--- config.mk ---
export PLATFORM = sky130hd
export DESIGN_NAME = uart_mul_ctrl
export DESIGN_NICKNAME = d
export VERILOG_FILES = /design/src/rtl/uart_mul_pkg.sv /design/src/rtl/uart_mul_tx_serializer.sv /design/src/rtl/uart_mul_ctrl.sv
export SDC_FILE = /design/constraint.sdc
export NUM_CORES = 1
export LEC_CHECK = 0
export ABC_AREA = 0
export ABC_CLOCK_PERIOD_IN_PS = 2900
export CELL_PAD_IN_SITES_DETAIL_PLACEMENT = 2
export CELL_PAD_IN_SITES_GLOBAL_PLACEMENT = 2
export CORE_ASPECT_RATIO = 1.1
export CORE_MARGIN = 5
export CORE_UTILIZATION = 36
export CTS_BUF_LIST = sky130_fd_sc_hd__clkbuf_2
export CTS_CLUSTER_DIAMETER = 200
export DETAILED_ROUTE_END_ITERATION = 10
export PLACE_DENSITY_LB_ADDON = 0.2
export SLEW_MARGIN = 5
export SYNTH_ARGS = -nofsm -noshare
export SYNTH_HDL_FRONTEND = slang
export SYNTH_SLANG_ARGS = --single-unit
export TNS_END_PERCENT = 10
--- constraint.sdc ---
create_clock -name clk_i -period 2.9 [get_ports clk_i]
set_input_delay 0.58 -clock clk_i [delete_from_list [all_inputs] [get_ports clk_i]]
set_output_delay 0.58 -clock clk_i [all_outputs]
set_load 0.1 [all_outputs]
--- src/rtl/uart_mul_pkg.sv ---
// Shared types and widths for the UART multiplier controller slice.
package uart_mul_pkg;

    // Width of one UART byte.
    localparam int BYTE_W    = 8;
    // Width of each multiplier operand.
    localparam int OPERAND_W = 32;
    // Width of the full product.
    localparam int RESULT_W  = 64;
    // Width of the per-state byte counters.
    localparam int CNT_W     = 3;

    // Frame sequencing states of the controller.
    typedef enum logic [2:0] {
        RECV_A,
        RECV_B,
        START,
        WAIT_MUL,
        SEND
    } uart_mul_state_e;

endpackage

--- src/rtl/uart_mul_tx_serializer.sv ---
// Holds the product and streams it out MSB byte first over a valid/ready link.
module uart_mul_tx_serializer
    import uart_mul_pkg::*;
#(
    parameter int NUM_BYTES = 8
) (
    input  logic                i_clk,
    input  logic                i_rstN,
    input  logic                i_load,
    input  logic [RESULT_W-1:0] i_data,
    input  logic                i_txReady,
    output logic [BYTE_W-1:0]   o_txData,
    output logic                o_txValid,
    output logic                o_done
);

    localparam logic [CNT_W-1:0] LAST_BYTE = CNT_W'(NUM_BYTES - 1);

    logic [RESULT_W-1:0] r_shift;
    logic [CNT_W-1:0]    r_count;
    logic                r_active;
    logic                w_handshake;

    assign w_handshake = r_active && i_txReady;
    assign o_done      = w_handshake && (r_count == LAST_BYTE);
    assign o_txValid   = r_active;
    assign o_txData    = r_shift[RESULT_W-1 -: BYTE_W];

    // Load the product, then shift one byte out per accepted handshake until the last one.
    always_ff @(posedge i_clk or negedge i_rstN) begin
        if (!i_rstN) begin
            r_shift  <= '0;
            r_count  <= '0;
            r_active <= 1'b0;
        end else if (i_load) begin
            r_shift  <= i_data;
            r_count  <= '0;
            r_active <= 1'b1;
        end else if (w_handshake) begin
            r_shift <= r_shift << BYTE_W;
            r_count <= r_count + 1'b1;
            if (r_count == LAST_BYTE) begin
                r_active <= 1'b0;
            end
        end
    end

endmodule

--- src/rtl/uart_mul_ctrl.sv ---
// Frame sequencer: collects two big-endian operands from UART, kicks the
// multiplier, and returns the product as a byte stream. OPERAND_BYTES is
// meant to be at most 4 so the 3-bit byte counters cover a whole frame.
module uart_mul_ctrl
    import uart_mul_pkg::*;
#(
    parameter int OPERAND_BYTES  = 4,
    parameter int TIMEOUT_CYCLES = 1_000_000
) (
    input  logic                 clk_i,
    input  logic                 rst_ni,
    input  logic [BYTE_W-1:0]    rx_data_i,
    input  logic                 rx_valid_i,
    output logic [BYTE_W-1:0]    tx_data_o,
    output logic                 tx_valid_o,
    input  logic                 tx_ready_i,
    output logic [OPERAND_W-1:0] mul_a_o,
    output logic [OPERAND_W-1:0] mul_b_o,
    output logic                 mul_start_o,
    input  logic                 mul_done_i,
    input  logic [RESULT_W-1:0]  mul_result_i,
    output logic                 busy_o,
    output logic                 overrun_o,
    output logic                 timeout_o
);

    // Last byte index of an operand.
    localparam logic [CNT_W-1:0] RX_LAST = CNT_W'(OPERAND_BYTES - 1);
    // The idle counter only has to reach TIMEOUT_CYCLES-1.
    localparam int IDLE_W = (TIMEOUT_CYCLES > 1) ? $clog2(TIMEOUT_CYCLES) : 1;
    localparam logic [IDLE_W-1:0] IDLE_LAST =
        IDLE_W'((TIMEOUT_CYCLES > 0) ? (TIMEOUT_CYCLES - 1) : 0);
    // A zero cycle budget turns the timeout off entirely.
    localparam bit TIMEOUT_EN = (TIMEOUT_CYCLES > 0);

    uart_mul_state_e      r_state;
    uart_mul_state_e      w_stateNext;
    logic [CNT_W-1:0]     r_byteCnt;
    logic [OPERAND_W-1:0] r_opA;
    logic [OPERAND_W-1:0] r_opB;
    logic [IDLE_W-1:0]    r_idle;
    logic                 r_overrun;
    logic                 r_timeout;

    logic w_acceptA;
    logic w_acceptB;
    logic w_accept;
    logic w_drop;
    logic w_idleRun;
    logic w_expire;
    logic w_load;
    logic w_txDone;

    // State register.
    always_ff @(posedge clk_i or negedge rst_ni) begin
        if (!rst_ni) begin
            r_state <= RECV_A;
        end else begin
            r_state <= w_stateNext;
        end
    end

    // Next-state decode plus per-cycle accept/drop/timeout decisions.
    always_comb begin
        w_stateNext = r_state;
        w_acceptA   = 1'b0;
        w_acceptB   = 1'b0;
        w_drop      = 1'b0;
        w_idleRun   = 1'b0;
        w_load      = 1'b0;
        unique case (r_state)
            RECV_A: begin
                w_acceptA = rx_valid_i;
                w_idleRun = (r_byteCnt != '0);
                if (w_acceptA && (r_byteCnt == RX_LAST)) begin
                    w_stateNext = RECV_B;
                end
            end
            RECV_B: begin
                w_acceptB = rx_valid_i;
                w_idleRun = 1'b1;
                if (w_acceptB && (r_byteCnt == RX_LAST)) begin
                    w_stateNext = START;
                end
            end
            START: begin
                w_drop      = rx_valid_i;
                w_stateNext = WAIT_MUL;
            end
            WAIT_MUL: begin
                w_drop = rx_valid_i;
                if (mul_done_i) begin
                    w_load      = 1'b1;
                    w_stateNext = SEND;
                end
            end
            SEND: begin
                w_drop = rx_valid_i;
                if (w_txDone) begin
                    w_stateNext = RECV_A;
                end
            end
            default: begin
                w_stateNext = RECV_A;
            end
        endcase
        w_accept = w_acceptA | w_acceptB;
        // A byte arriving in the expiry cycle wins, so expiry requires a quiet input.
        w_expire = TIMEOUT_EN && w_idleRun && !rx_valid_i && (r_idle == IDLE_LAST);
        if (w_expire) begin
            w_stateNext = RECV_A;
        end
    end

    // Operand shifting, byte/idle counting, and the registered status pulses.
    always_ff @(posedge clk_i or negedge rst_ni) begin
        if (!rst_ni) begin
            r_byteCnt <= '0;
            r_opA     <= '0;
            r_opB     <= '0;
            r_idle    <= '0;
            r_overrun <= 1'b0;
            r_timeout <= 1'b0;
        end else begin
            r_overrun <= w_drop;
            r_timeout <= w_expire;
            if (w_expire) begin
                r_byteCnt <= '0;
                r_opA     <= '0;
                r_opB     <= '0;
                r_idle    <= '0;
            end else begin
                if (w_acceptA) begin
                    r_opA <= (r_opA << BYTE_W) | OPERAND_W'(rx_data_i);
                end
                if (w_acceptB) begin
                    r_opB <= (r_opB << BYTE_W) | OPERAND_W'(rx_data_i);
                end
                if (w_stateNext != r_state) begin
                    r_byteCnt <= '0;
                end else if (w_accept) begin
                    r_byteCnt <= r_byteCnt + 1'b1;
                end
                if (w_accept || !w_idleRun) begin
                    r_idle <= '0;
                end else begin
                    r_idle <= r_idle + 1'b1;
                end
            end
        end
    end

    uart_mul_tx_serializer #(
        .NUM_BYTES(2 * OPERAND_BYTES)
    ) u_txSerializer (
        .i_clk    (clk_i),
        .i_rstN   (rst_ni),
        .i_load   (w_load),
        .i_data   (mul_result_i),
        .i_txReady(tx_ready_i),
        .o_txData (tx_data_o),
        .o_txValid(tx_valid_o),
        .o_done   (w_txDone)
    );

    assign mul_a_o     = r_opA;
    assign mul_b_o     = r_opB;
    assign mul_start_o = (r_state == START);
    assign busy_o      = !((r_state == RECV_A) && (r_byteCnt == '0));
    assign overrun_o   = r_overrun;
    assign timeout_o   = r_timeout;

endmodule

**Word level (Yosys, flattened, before mapping)**

Index checks and enable logic that the tools add are counted.
Widths: inputs -> output; s select.

- Bits in registers: 160
- Logic and storage cells: 72

- Muxes and demuxes: 28
- Add/sub/neg operators: 3
- Equal/unequal tests: 8
- Bitwise operators: 3
- Reductions and logical operators: 20

Operators with widths:

| kind | count |
|---|---|
| $mux 32 | 4 |
| $mux 64 | 2 |
| $or 32x8->32 | 2 |
| $mux 20 | 2 |
| $mux 3 | 10 |
| $add 20x1->20 const B | 1 |
| $eq 20x20->1 const B | 1 |
| $pmux 3 s5 | 1 |
| $eq 3x2->1 const B | 3 |
| $mux 1 | 8 |
| $reduce_bool 2->1 | 4 |
| $add 3x1->3 const B | 2 |
| $eq 3x3->1 const B | 2 |
| $logic_and 1x1->1 | 6 |
| $logic_not 3->1 | 2 |
| $reduce_bool 3->1 | 2 |
| $eq 3x1->1 const B | 1 |
| $logic_not 1->1 | 3 |
| $ne 3x3->1 | 1 |
| $reduce_or 3->1 | 1 |
| $pmux 1 s2 | 1 |
| $reduce_and 2->1 | 1 |
| $logic_or 1x1->1 | 1 |
| $or 1x1->1 | 1 |

**Logic depth before layout (Yosys ltp)**

- Depth after elaboration: 8
- Depth in mapped cells: 8
- Mapped depth without buffers: 7

**By module**

Synthesis repeated with hierarchy kept, for this count alone.

- Cells, all modules: 787
- Area total of the unflattened synthesis: 7858.8 um^2

By module, submodules not included:

| module | area an instance (um^2) | cells an instance | instances |
|---|---|---|---|
| uart_mul_ctrl | 4083.9 | 406 | 1 |
| uart_mul_tx_serializer | 3774.9 | 381 | 1 |

**Least setup slack after synthesis**

OpenSTA, ideal clock, no wires.

- Path type: register to output
- Start: reg r_state[0]
- End: out mul_start_o
- Data required time: 2320 ps
- Arrival: 1863 ps
- Cell stages (with the launch flop): 3
- Path slack: 457 ps
- Path buffers: 1
- Path through: dfrtp_1 -> clkbuf_1 -> nor2_1

- Cells in the longest elaborated chain, start to end: 1

Ends and longest elaborated chain:

| element | RTL line | source |
|---|---|---|
| start: declaration | uart_mul_ctrl.sv:36 | `uart_mul_state_e r_state;` |
| start signal: assignment | uart_mul_ctrl.sv:59 | `r_state <= w_stateNext;` |
| $eq 3x2->1 | uart_mul_ctrl.sv:168 | `assign mul_start_o = (r_state == START);` |
| end: declaration | uart_mul_ctrl.sv:19 | `output logic mul_start_o,` |

Every way passes these cells.

**Worst setup path after layout**

- Start: reg r_state[2]
- End: out mul_start_o

The elaborated chain is that of the path after synthesis.

==> impl_metrics.csv <==
group,metric,value,unit
synthesis,synth_most_common_cell,"dfrtp_1",
timing,finClkSkew,37.4,ps
routing,drt-total-wl,20400,um
critical_path,critical_path_arrival,2050,ps
critical_path,critPathCaptureType,"primary output",
finish,area_growth,25.1,%
timing,rsz0062_at_grt,"no",
synthesis,netlist_area,7210,sq um
die,ios,154,
timing,holdWs,352,ps
clocking,clock_latency,720,ps
routing,drtAntennaViolNets,0,
synthesis,ys_seq_area_frac,0.555,
die,dieHeight,158,um
clocking,cts_root_buffer,"clkbuf_2",
timing,drv_slew,0,
die,die_w,145,um
clocking,cts_tree,"done",
timing,slew_headroom,0.612,
routing,viasPerCell,5.03,
routing,vias,5445,
synthesis,ys_seq_elements,160,
placed_design,portBuffers,153,
global_route,grt_pass1_wl,33500,um
synthesis,synth_top_area_share,0.555,
timing,hold_viol_final,0,
synthesis,yosys_warnings,0,
routing,drc,0,
synthesis,synthTopCellsByArea,"dfrtp_1 (55%), mux2i_1 (17%), nor2_1 (4.9%)",
die,dieArea,23000,sq um
synthesis,synth_common_cells,"dfrtp_1 (160), mux2i_1 (120), nor2_1 (94)",
placed_design,gp_congestion,0.845,
finish,fin_nets,899,
flow_run,cap_violations,0,
synthesis,ys_async_sr_fraction,1.00,
global_route,grt.total_usage,0.179,
timing,tightest_slew,582,ps
clocking,cts_buffers,17,
critical_path,rrSetupSlack,660,ps
critical_path,ff2ff_path_depth,7,
critical_path,cp.required,2320,ps
clocking,post_cts_buffers,0,
synthesis,avgSynthCellArea,10.7,sq um
global_route,first_global_vias,6111,
run_status,status,"finished, final reports clean",
timing,finalSetupTns,0,ps
clocking,clock-sinks,160,
routing,wl_per_cell,18.8,um
clocking,cts_buffer_depth,2,
critical_path,crit_path_start_kind,"flop",
global_route,grt_max_degree,59,
global_route,grt-ovfl-total,0,
hold_path,hp-class,"in -> async",
routing,drtIter0Drc,217,
synthesis,syn_inst,677,
critical_path,worstSetupPathType,"reg -> out",
critical_path,worstPathMaxFanout,13,
timing,max_freq,380,MHz
global_route,antenna_found_initial,1,
synthesis,yosysTopAreaCell,"dfrtp_1",
timing,finalSetupViolations,0,
synthesis,synth_ff_type,"dfrtp_1",
synthesis,synth.net_count,760,
finish,layout-drive-gt1-share,0.160,
die,design.core.area,19800,sq um
timing,period_needed,2630,ps
clocking,h-tree-depth,4,
routing,first_pass_iters,4,
critical_path,r2r_end,"mul_a_o[12]",
timing,fin_crit_sh,0.908,
die,num_rows,54,
synthesis,synth-edff-count,0,
clocking,clk_pin_slew_worst_paths,250,ps
synthesis,synth_cell_types,42,
finish,utilization,0.456,
die,start_util,0.364,
placed_design,dp_hpwl,14900,um
critical_path,reg2reg_from,"r_byteCnt[0]",
-- registers in the layout (all words and copies together), names as in the netlist --
| name | cells |
|---|---|
| mul_b_o | 32 |
| r_byteCnt | 3 |
| mul_a_o | 32 |
| u_txSerializer.r_shift | 64 |
| u_txSerializer.o_txValid | 1 |
| u_txSerializer.r_count | 3 |
| r_state | 3 |
| r_idle | 20 |
| timeout_o | 1 |
| overrun_o | 1 |
-- area by class of cell --
cell class	instances	area [sq um]
diodes	1	2.50
clock buffers	17	85.1
clock inverters	15	109
fillers	2084	10800
inverters	8	30.0
multi-input cells	461	2920
flip-flops and latches	160	4000
well taps	252	315
repair buffers	168	1560
-- layer usage --
layer / routed length [um] / up-vias / track usage
met5: 0 / - / 0
met4: 306 / 0 / 0.0507
met3: 851 / 24 / 0.0424
met2: 10300 / 111 / 0.303
met1: 8880 / 2742 / 0.230
li1: - / 2568 / -
-- worst max path at each step --
stage          slack, ps          from           to
2_1_floorplan        460    r_state[0]  mul_start_o
3_3_place_gp         380    rx_valid_i  mul_a_o[28]
3_5_place_dp         290    rx_valid_i  mul_a_o[12]
4_1_cts               50  r_byteCnt[0]       busy_o
5_1_grt               70  r_byteCnt[0]       busy_o
6_report             270    r_state[2]  mul_start_o
-- worst max-delay path, stage by stage, from the launching register on --
cell,delay (ps)
dfrtp_1,600
nand2b_1,280
nor2_1,130
buf_4,310
-- cells by family after synthesis --
kind of cell,Yosys count,synth area share
and+or+nand+nor,239,0.146
DFF,160,0.555
muxes,120,0.166
AOI/OAI and AO/OA,79,0.0576
buffers and inverters,56,0.0437
xor gates and xnor gates,17,0.0206
adders and majority gates,6,0.0104
-- timing repair --
| item | in CTS | in global routing |
|---|---|---|
| endpoints found under the hold margin | 55 | 0 |
| gates resized for setup | 0 | 1 |
| hold buffers | 1 | 0 |
| endpoints found under the setup margin | 0 | 1 |
-- cells in the final DEF, fill, tap and decap left out, drive strengths merged --
| master | count |
|---|---|
| and4 | 2 |
| and3 | 4 |
| xnor2 | 9 |
| and3b | 1 |
| a21oi | 10 |
| a31oi | 1 |
| inv | 14 |
| clkbuf | 17 |
| nand4 | 6 |
| nor2 | 94 |
| a211oi | 1 |
| or3 | 3 |
| nor2b | 3 |
| nand2 | 91 |
| a21boi | 1 |
| nand3 | 19 |
| nor3 | 6 |
| nor4b | 1 |
| or3b | 1 |
| dfrtp | 160 |
| xor2 | 8 |
| a221o | 1 |
| buf | 92 |
| or4 | 1 |
| nor4 | 2 |
| nand2b | 1 |
| nor3b | 3 |
| o21bai | 1 |
| ha | 6 |
| or2 | 1 |
| a22oi | 1 |
| mux2i | 120 |
| clkdlybuf4s50 | 75 |
| a311oi | 1 |
| clkinv | 8 |
| clkinvlp | 1 |
| dlygate4sd3 | 1 |
| diode | 1 |
| o21ai | 62 |
-- stage by stage --
stage | setup WS (ps) | instances | area, sq um
2_1_floorplan | 457 | 677 | 7210
3_3_place_gp | 382 | 1048 | 8810
3_5_place_dp | 290 | 1048 | 8810
4_1_cts | 45.0 | 1081 | 9010
5_1_grt | 65.7 | 1082 | 9020
6_report | 267 | 1082 | 9020
Power is not shown: default switching activity piles up to over one toggle a cycle in this logic, so the estimate is an artifact.
